--- config.mk ---
export PLATFORM = sky130hd
export DESIGN_NAME = fetch_unit
export DESIGN_NICKNAME = d
export VERILOG_FILES = /design/src/rtl/processor_pkg.sv /design/src/rtl/pc_register.sv /design/src/rtl/fetch_unit.sv
export SDC_FILE = /design/constraint.sdc
export NUM_CORES = 1
export LEC_CHECK = 0
export ABC_AREA = 1
export CAP_MARGIN = 20
export CORE_MARGIN = 3
export CORE_UTILIZATION = 40
export CTS_CLUSTER_DIAMETER = 200
export DETAILED_ROUTE_END_ITERATION = 12
export GPL_TIMING_DRIVEN = 1
export PLACE_DENSITY_LB_ADDON = 0.2
export SLEW_MARGIN = 5
export SYNTH_ARGS = -nofsm -noshare
export SYNTH_HDL_FRONTEND = slang
export SYNTH_HIERARCHICAL = 1
export SYNTH_SLANG_ARGS = --single-unit
--- constraint.sdc ---
create_clock -name clock -period 2.8 [get_ports clock]
set_clock_uncertainty 0.05 [all_clocks]
set_input_delay 0.56 -clock clock [delete_from_list [all_inputs] [get_ports clock]]
set_output_delay 0.56 -clock clock [all_outputs]
set_load 0.01 [all_outputs]
--- src/rtl/processor_pkg.sv ---
`default_nettype none
// ============================================================================
// processor_pkg : shared fetch-stage types and constants
// Rev 1.0
// ============================================================================
package processor_pkg;

  localparam int unsigned WORD_WIDTH = 32;

  localparam logic [WORD_WIDTH-1:0] PC_STEP_DEFAULT = 32'd1;

  // 2'd3 is unused and recovers to S_ADDR
  typedef enum logic [1:0] {
    S_ADDR = 2'd0,
    S_WAIT = 2'd1,
    S_HOLD = 2'd2
  } fetch_state_e;

endpackage : processor_pkg
`default_nettype wire

--- src/rtl/pc_register.sv ---
`default_nettype none
// ============================================================================
// pc_register : program counter with reset load, redirect load and increment
// Rev 1.0
// ============================================================================
module pc_register
  import processor_pkg::*;
#(
  parameter logic [WORD_WIDTH-1:0] RESET_PC = 32'd0,
  parameter logic [WORD_WIDTH-1:0] PC_STEP  = PC_STEP_DEFAULT
) (
  input  logic                  clock,
  input  logic                  reset,
  input  logic                  load_en,
  input  logic [WORD_WIDTH-1:0] load_pc,
  input  logic                  inc_en,
  output logic [WORD_WIDTH-1:0] pc
);

  logic [WORD_WIDTH-1:0] pc_d;
  logic [WORD_WIDTH-1:0] pc_q;

  // Redirect wins over increment; the sum wraps silently at 2^32
  always_comb begin
    pc_d = pc_q;
    if (load_en) begin
      pc_d = load_pc;
    end else if (inc_en) begin
      pc_d = pc_q + PC_STEP;
    end
  end

  always_ff @(posedge clock) begin
    if (!reset) begin
      pc_q <= RESET_PC;
    end else begin
      pc_q <= pc_d;
    end
  end

  assign pc = pc_q;

endmodule : pc_register
`default_nettype wire

--- src/rtl/fetch_unit.sv ---
`default_nettype none
// ============================================================================
// fetch_unit : multi-cycle instruction fetch with valid/ready hand-off to decode
// Rev 1.0
// ============================================================================
module fetch_unit
  import processor_pkg::*;
#(
  parameter logic [WORD_WIDTH-1:0] RESET_PC    = 32'd0,
  parameter logic [WORD_WIDTH-1:0] PC_STEP     = PC_STEP_DEFAULT,
  parameter int unsigned           MEM_LATENCY = 1
) (
  input  logic                  clock,
  input  logic                  reset,
  output logic [WORD_WIDTH-1:0] addressBus,
  input  logic [WORD_WIDTH-1:0] instructionIn,
  output logic [WORD_WIDTH-1:0] instructionReg,
  output logic [WORD_WIDTH-1:0] pcOut,
  output logic                  irValid,
  input  logic                  irReady,
  input  logic                  redirectValid,
  input  logic [WORD_WIDTH-1:0] redirectTarget,
  input  logic                  halt
);

  localparam logic [3:0] WAIT_INIT = 4'(MEM_LATENCY - 1);

  fetch_state_e          state_d, state_q;
  logic [3:0]            wait_cnt_d, wait_cnt_q;
  logic                  ir_valid_d, ir_valid_q;
  logic [WORD_WIDTH-1:0] instr_d, instr_q;
  logic [WORD_WIDTH-1:0] pc_out_d, pc_out_q;
  logic                  pc_load;
  logic                  pc_inc;
  logic [WORD_WIDTH-1:0] pc;

  pc_register #(
    .RESET_PC (RESET_PC),
    .PC_STEP  (PC_STEP)
  ) u_pc_register (
    .clock   (clock),
    .reset   (reset),
    .load_en (pc_load),
    .load_pc (redirectTarget),
    .inc_en  (pc_inc),
    .pc      (pc)
  );

  always_comb begin
    state_d    = state_q;
    wait_cnt_d = wait_cnt_q;
    ir_valid_d = ir_valid_q;
    instr_d    = instr_q;
    pc_out_d   = pc_out_q;
    pc_load    = 1'b0;
    pc_inc     = 1'b0;

    case (state_q)
      S_ADDR: begin
        if (redirectValid) begin
          pc_load = 1'b1;
        end else if (!halt) begin
          wait_cnt_d = WAIT_INIT;
          state_d    = S_WAIT;
        end
      end
      S_WAIT: begin
        if (redirectValid) begin
          pc_load = 1'b1;
          state_d = S_ADDR;
        end else if (wait_cnt_q != 4'd0) begin
          wait_cnt_d = wait_cnt_q - 4'd1;
        end else begin
          instr_d    = instructionIn;
          pc_out_d   = pc;
          pc_inc     = 1'b1;
          ir_valid_d = 1'b1;
          state_d    = S_HOLD;
        end
      end
      S_HOLD: begin
        // A redirect either coincides with acceptance or drops the held word
        if (irReady || redirectValid) begin
          pc_load    = redirectValid;
          ir_valid_d = 1'b0;
          state_d    = S_ADDR;
        end
      end
      default: begin
        ir_valid_d = 1'b0;
        state_d    = S_ADDR;
      end
    endcase
  end

  always_ff @(posedge clock) begin
    if (!reset) begin
      state_q    <= S_ADDR;
      wait_cnt_q <= 4'd0;
      ir_valid_q <= 1'b0;
      instr_q    <= '0;
      pc_out_q   <= '0;
    end else begin
      state_q    <= state_d;
      wait_cnt_q <= wait_cnt_d;
      ir_valid_q <= ir_valid_d;
      instr_q    <= instr_d;
      pc_out_q   <= pc_out_d;
    end
  end

  assign addressBus     = pc;
  assign instructionReg = instr_q;
  assign pcOut          = pc_out_q;
  assign irValid        = ir_valid_q;

endmodule : fetch_unit
`default_nettype wire
### Yosys cells after proc, flatten, opt, wreduce, memory -nomap -nowiden

Index checks and enable logic that the tools add are counted.

* eq/ne operators: 9
* bitwise operators: 3
* reductions and logical operators: 10
* multiplexer cells: 23
* add/sub/neg operators: 2

Operator list (number)
* 32-bit 2-to-1 mux: 2
* 32-bit by 1-bit adder with 32-bit output (second input constant): 1
* 4-bit 2-to-1 mux: 4
* 2-bit inequality test (second input constant): 6
* 2-bit 2-to-1 mux: 5
* 1-bit 2-to-1 mux: 8
* 4-bit case mux with 2 select lines: 1
* 4-bit AND reduction: 2
* 2-bit case mux with 3 select lines: 1
* 5-bit AND reduction: 1
* 2-bit nonzero test: 2
* 4-bit nonzero test: 1
* 4-bit by 1-bit subtractor with 4-bit output (second input constant): 1
* 3-bit inequality test (second input constant): 1
* 1-bit inverter: 3
* 1-bit case mux with 3 select lines: 1
* 3-bit AND reduction: 1
* 2-bit by 1-bit == test with 1-bit output (second input constant): 1
* 2-bit == test (second input constant): 1
* 2-bit logical NOT: 1
* 1-bit case mux with 2 select lines: 1
* 2-bit OR reduction: 1
* 1-bit logical OR: 1

* input bits: 69
* register bits: 103
* output and inout port bits: 97

### Depth between registers and ports, before layout

* depth after elaboration: 6
* gate-level depth with buffers: 13
* mapped depth without buffers: 10

### Hierarchy

The synthesis kept the hierarchy.

Modules (own cells, without submodules)
* fetch_unit: cells each 479, area each 3083.0 sq um, seq. area each 1421.4 sq um, instances 1
* pc_register: cells each 336, area each 2194.6 sq um, seq. area each 640.6 sq um, instances 1

### Least setup slack after synthesis

Ideal clock, no wire load.

* kind: register to register
* start: reg wait_cnt_q[0]
* end: reg u_pc_register.pc_q[16], in the netlist u_pc_register/pc[16]
* path slack: 798 ps
* path buffers: 4
* setup time: 68 ps
* required time: 2682 ps
* arrival: 1884 ps
* stages on the path, launching flop included: 13
* path through: dfxtp_1 inv_1 ha_1 nand3_2 nor2_4 buf_6 buf_6 buf_2 nand2_1 inv_2 buf_2 nand3_1 a21oi_2

* word-level cells in the longest chain between the ends: 5

Ends and longest elaborated chain
* from (decl): line fetch_unit.sv:29 `logic [3:0] wait_cnt_d, wait_cnt_q;`
* from (signal assigned): line fetch_unit.sv:105 `wait_cnt_q <= wait_cnt_d;`
* 4-bit nonzero test: line fetch_unit.sv:71 `end else if (wait_cnt_q != 4'd0) begin`
* 1-bit 2-to-1 mux: line fetch_unit.sv:71
* 1-bit 2-to-1 mux: line fetch_unit.sv:68 `if (redirectValid) begin`
* 1-bit 2-to-1 mux: line fetch_unit.sv:58 `case (state_q)`
* named net pc_inc: line fetch_unit.sv:34 `logic pc_inc;`
* 2-bit nonzero test (no source line)
* to (signal assigned): line pc_register.sv:37 `pc_q <= pc_d;`
* to (decl): line pc_register.sv:21 `logic [WORD_WIDTH-1:0] pc_q;`

The timed path passes the listed nets, and every way through them passes these cells.
A chain may end at the register's enable or synchronous reset.

### Worst setup path after layout

* start: in redirectValid
* end: reg u_pc_register.pc_q[16], in the netlist u_pc_register/pc[16]

* word-level cells in the longest chain between the ends: 4
* elaborated cells on any way between the ends: 8
* classes of those cells: mux: 6; reduce/logical: 2

Ends and longest elaborated chain
* from (decl): line fetch_unit.sv:21 `input logic redirectValid,`
* 1-bit logical OR: line fetch_unit.sv:83 `if (irReady || redirectValid) begin`
* 1-bit 2-to-1 mux: line fetch_unit.sv:83
* 1-bit case mux with 2 select lines *: line fetch_unit.sv:58
* named net pc_load: line fetch_unit.sv:33 `logic pc_load;`
* 32-bit 2-to-1 mux / 2-bit nonzero test (equally long branches)

The timed path passes the listed nets; every way through them passes the cells marked *.

==> impl_metrics.py <==
metrics = {
    "synth": {
        "yosys.area.top_type": "dfxtp_1",
        "ys_warn_count": 6,
        "syn_inst": 815,
        "ys_seq_elements": 103,
        "synthTopCellsByArea": "dfxtp_1, nand2_1, nor2_1",
        "syn_area_mm2": 0.005278,
        "seq_area_frac_synth_pct": 39.07,
        "synth_top_area_share_pct": 39.07,
        "avgSynthCellArea_um2": 6.476,
        "synth_fp_nets": 886,
        "synthDistinctLibCells": 30,
    },
    "sta": {
        "slew_headroom_pct": 43.85,
        "maxSlewViolCount": 0,
        "rsz0062_at_grt": "no",
        "period_needed_ns": 2.238,
        "fmax_mhz": 446.9,
        "finalCritPeriodShare_pct": 79.92,
        "tightest_slew_ns": 0.8371,
        "holdWs_ns": 0.4023,
        "finalSetupViolCount": 0,
        "fin_tns_setup_ns": 0,
        "timing_hold_violations_final": 0,
    },
    "clock_tree": {
        "cts_setup_buffers": 0,
        "cts-buffers-inserted": 9,
        "cts_sinks": 103,
        "clk_path_buf_depth": 2,
        "h-tree-depth": 3,
        "cts_tree": "yes",
        "cts_root_buf": "clkbuf_16",
        "cts-resized-gates": 0,
        "clk_pin_slew_worst_paths_ns": 0.07,
        "ctsHoldBuffers": 0,
        "clock_latency_ns": 0.35,
    },
    "grt": {
        "track_usage_pct": 19.63,
        "grt_pass1_wl_um": 23220,
        "grt_overflow_total": 0,
        "grt_antenna_before_repair": 0,
        "grt_pass1_vias": 4844,
        "grt_max_degree": 96,
    },
    "outcome": {
        "outcome": "complete, no violations",
    },
    "layout": {
        "drive_gt1_share_pct": 6.481,
        "n_fill_cell": 1252,
        "nets": 1038,
        "diodes": 0,
        "finish.utilization_pct": 57.48,
        "fin_area_mm2": 0.007342,
        "area_growth_pct": 39.12,
    },
    "detailed_routing": {
        "finalWirelength_um": 13880,
        "drc": 0,
        "vias": 5202,
        "detail_route.iter0.violations": 315,
        "firstDrtPassIters": 5,
        "via_per_inst": 4.547,
        "detail-route-antenna-nets": 0,
        "wl_per_cell_um": 12.14,
    },
    "critical_path": {
        "critPathKind": "input port to flop",
        "worst_ep_arrival_time_ns": 2.46,
        "reg2reg_depth": 9,
        "critPathCaptureType": "flop",
        "cp_data_required_time_ns": 3.02,
        "start_kind": "input port",
        "regToRegSetupSlack_ns": 0.60,
        "r2r-end": "u_pc_register/pc[16]",
        "worst-path-max-fanout": 25,
        "regToRegStartpoint": "wait_cnt_q[0]",
    },
    "placed_design": {
        "finalWeightedCongestion": 0.8553,
        "placed_cell_area_mm2": 0.007018,
        "dpl.hpwl_um": 9951,
        "port_buffers": 165,
    },
    "hold_path": {
        "hold_class": "flop to flop",
        "hp-start": "irValid",
        "holdPathStages": 2,
        "min_to": "irValid",
    },
    "floorplan": {
        "placementRows": 41,
        "fp.dieW_um": 120.9,
        "ioPinCount": 166,
        "die_area_mm2": 0.01461,
        "core_area_mm2": 0.01277,
        "start_util_pct": 41.32,
        "die_y_um": 120.9,
    },
    "power": {
        "ir_drop_uv": 499.6,
        "p_leak_nw": 3.013,
        "power_density_mw_per_mm2": 479.1,
    },
    "job": {
        "cap_violations": 0,
    },
}
-- cells in the mapped netlist --
library cell and number:
or2_2 3, a21oi_1 29, nand2_4 2, nand2_2 8, buf_2 9, buf_6 11, nor2_8 1, clkbuf_1 5
o211ai_1 1, nand2_1 246, xor2_1 8, inv_1 102, nor2_4 13, nand3_2 1, dfxtp_1 103, buf_1 6
clkinv_1 1, nand3_1 41, and2_1 1, o21ai_0 7, a21oi_2 2, ha_1 2, nor2_2 3, xnor2_1 2
nor3_1 1, buf_4 1, inv_2 5, a31oi_1 3, nor2_1 175, a22oi_1 23
-- cell usage in the layout, fill, tap and decap left out, drive strengths merged --
cell,n
a21oi,31
a22oi,23
a31oi,3
and2,1
buf,9
bufinv,2
clkbuf,11
clkdlybuf4s50,164
clkinv,3
clkinvlp,1
dfxtp,103
ha,2
inv,107
nand2,256
nand3,42
nor2,192
nor3,1
o211ai,1
o21ai,7
or2,3
xnor2,2
xor2,8
-- power by group --
part | internal [W] | switching [W] | total (W)
combinational | 0.000293 | 0.000250 | 0.000543
clock | 0.000808 | 0.000558 | 0.00137
sequential | 0.00153 | 0.0000733 | 0.00161
total | 0.00264 | 0.000882 | 0.00352
-- worst max-delay path, cell delays in order --
cell,delay (ns)
clkdlybuf4s50_1,0.51
inv_1,0.13
a21oi_2,0.06
buf_4,0.22
inv_2,0.13
nand2_1,0.12
inv_2,0.38
nand3_1,0.19
a21oi_2,0.15
-- layout make-up --
type | instances | area, um2 | area share (%)
clock inverter | 5 | 81.33 | 1.108
inverter | 108 | 405.4 | 5.521
timing repair buffer | 173 | 1739 | 23.69
tap | 172 | 215.2 | 2.931
multi-input combinational | 572 | 2596 | 35.36
sequential | 103 | 2062 | 28.08
clock buffer | 11 | 242.7 | 3.306
-- sequential cells by signal, summed over array words and instances, names as in the netlist --
name and count:
instructionReg 32, irValid 1, pcOut 32, state_q 2, u_pc_register/pc 32, wait_cnt_q 4
-- logic make-up after synthesis --
| group | after synthesis | share of synthesized area, % |
|---|---|---|
| fa+ha+maj | 2 | 0.4741 |
| xor+xnor | 10 | 1.660 |
| simple gates | 495 | 39.47 |
| flops | 103 | 39.07 |
| buf+inv | 140 | 11.81 |
| compound gates | 65 | 7.516 |
-- worst max-delay path by stage --
stage                             start                   end  slack (ns)  cells after the start
after floorplan           wait_cnt_q[0]  u_pc_register/pc[16]        0.80                     12
after global placement    redirectValid  u_pc_register/pc[15]        0.12                      6
after detailed placement  redirectValid   u_pc_register/pc[4]        0.20                      9
after CTS                 redirectValid  u_pc_register/pc[16]        0.56                      9
after global routing      wait_cnt_q[0]  u_pc_register/pc[19]        0.33                      9
final                     redirectValid  u_pc_register/pc[16]        0.56                      9
-- layer usage --
layer / GRT usage, % / routed length [um] / vias to the layer above
met3: 5.594 / 1008 / 13
li1: - / - / 2773
met4: 6.091 / 208 / 0
met2: 31.75 / 6368 / 154
met1: 25.36 / 6300 / 2262
met5: 0 / 0 / -
-- metrics by stage --
stage,instances,worst slack (ns),total power (W)
2_1_floorplan,815,0.7981,0.001906
3_3_place_gp,1127,0.1189,0.002177
3_5_place_dp,1128,0.2029,0.002186
4_1_cts,1144,0.5581,0.003575
5_1_grt,1144,0.3331,0.003696
6_report,1144,0.5623,0.003517
Note: power is estimated with default switching activity, not from simulation.
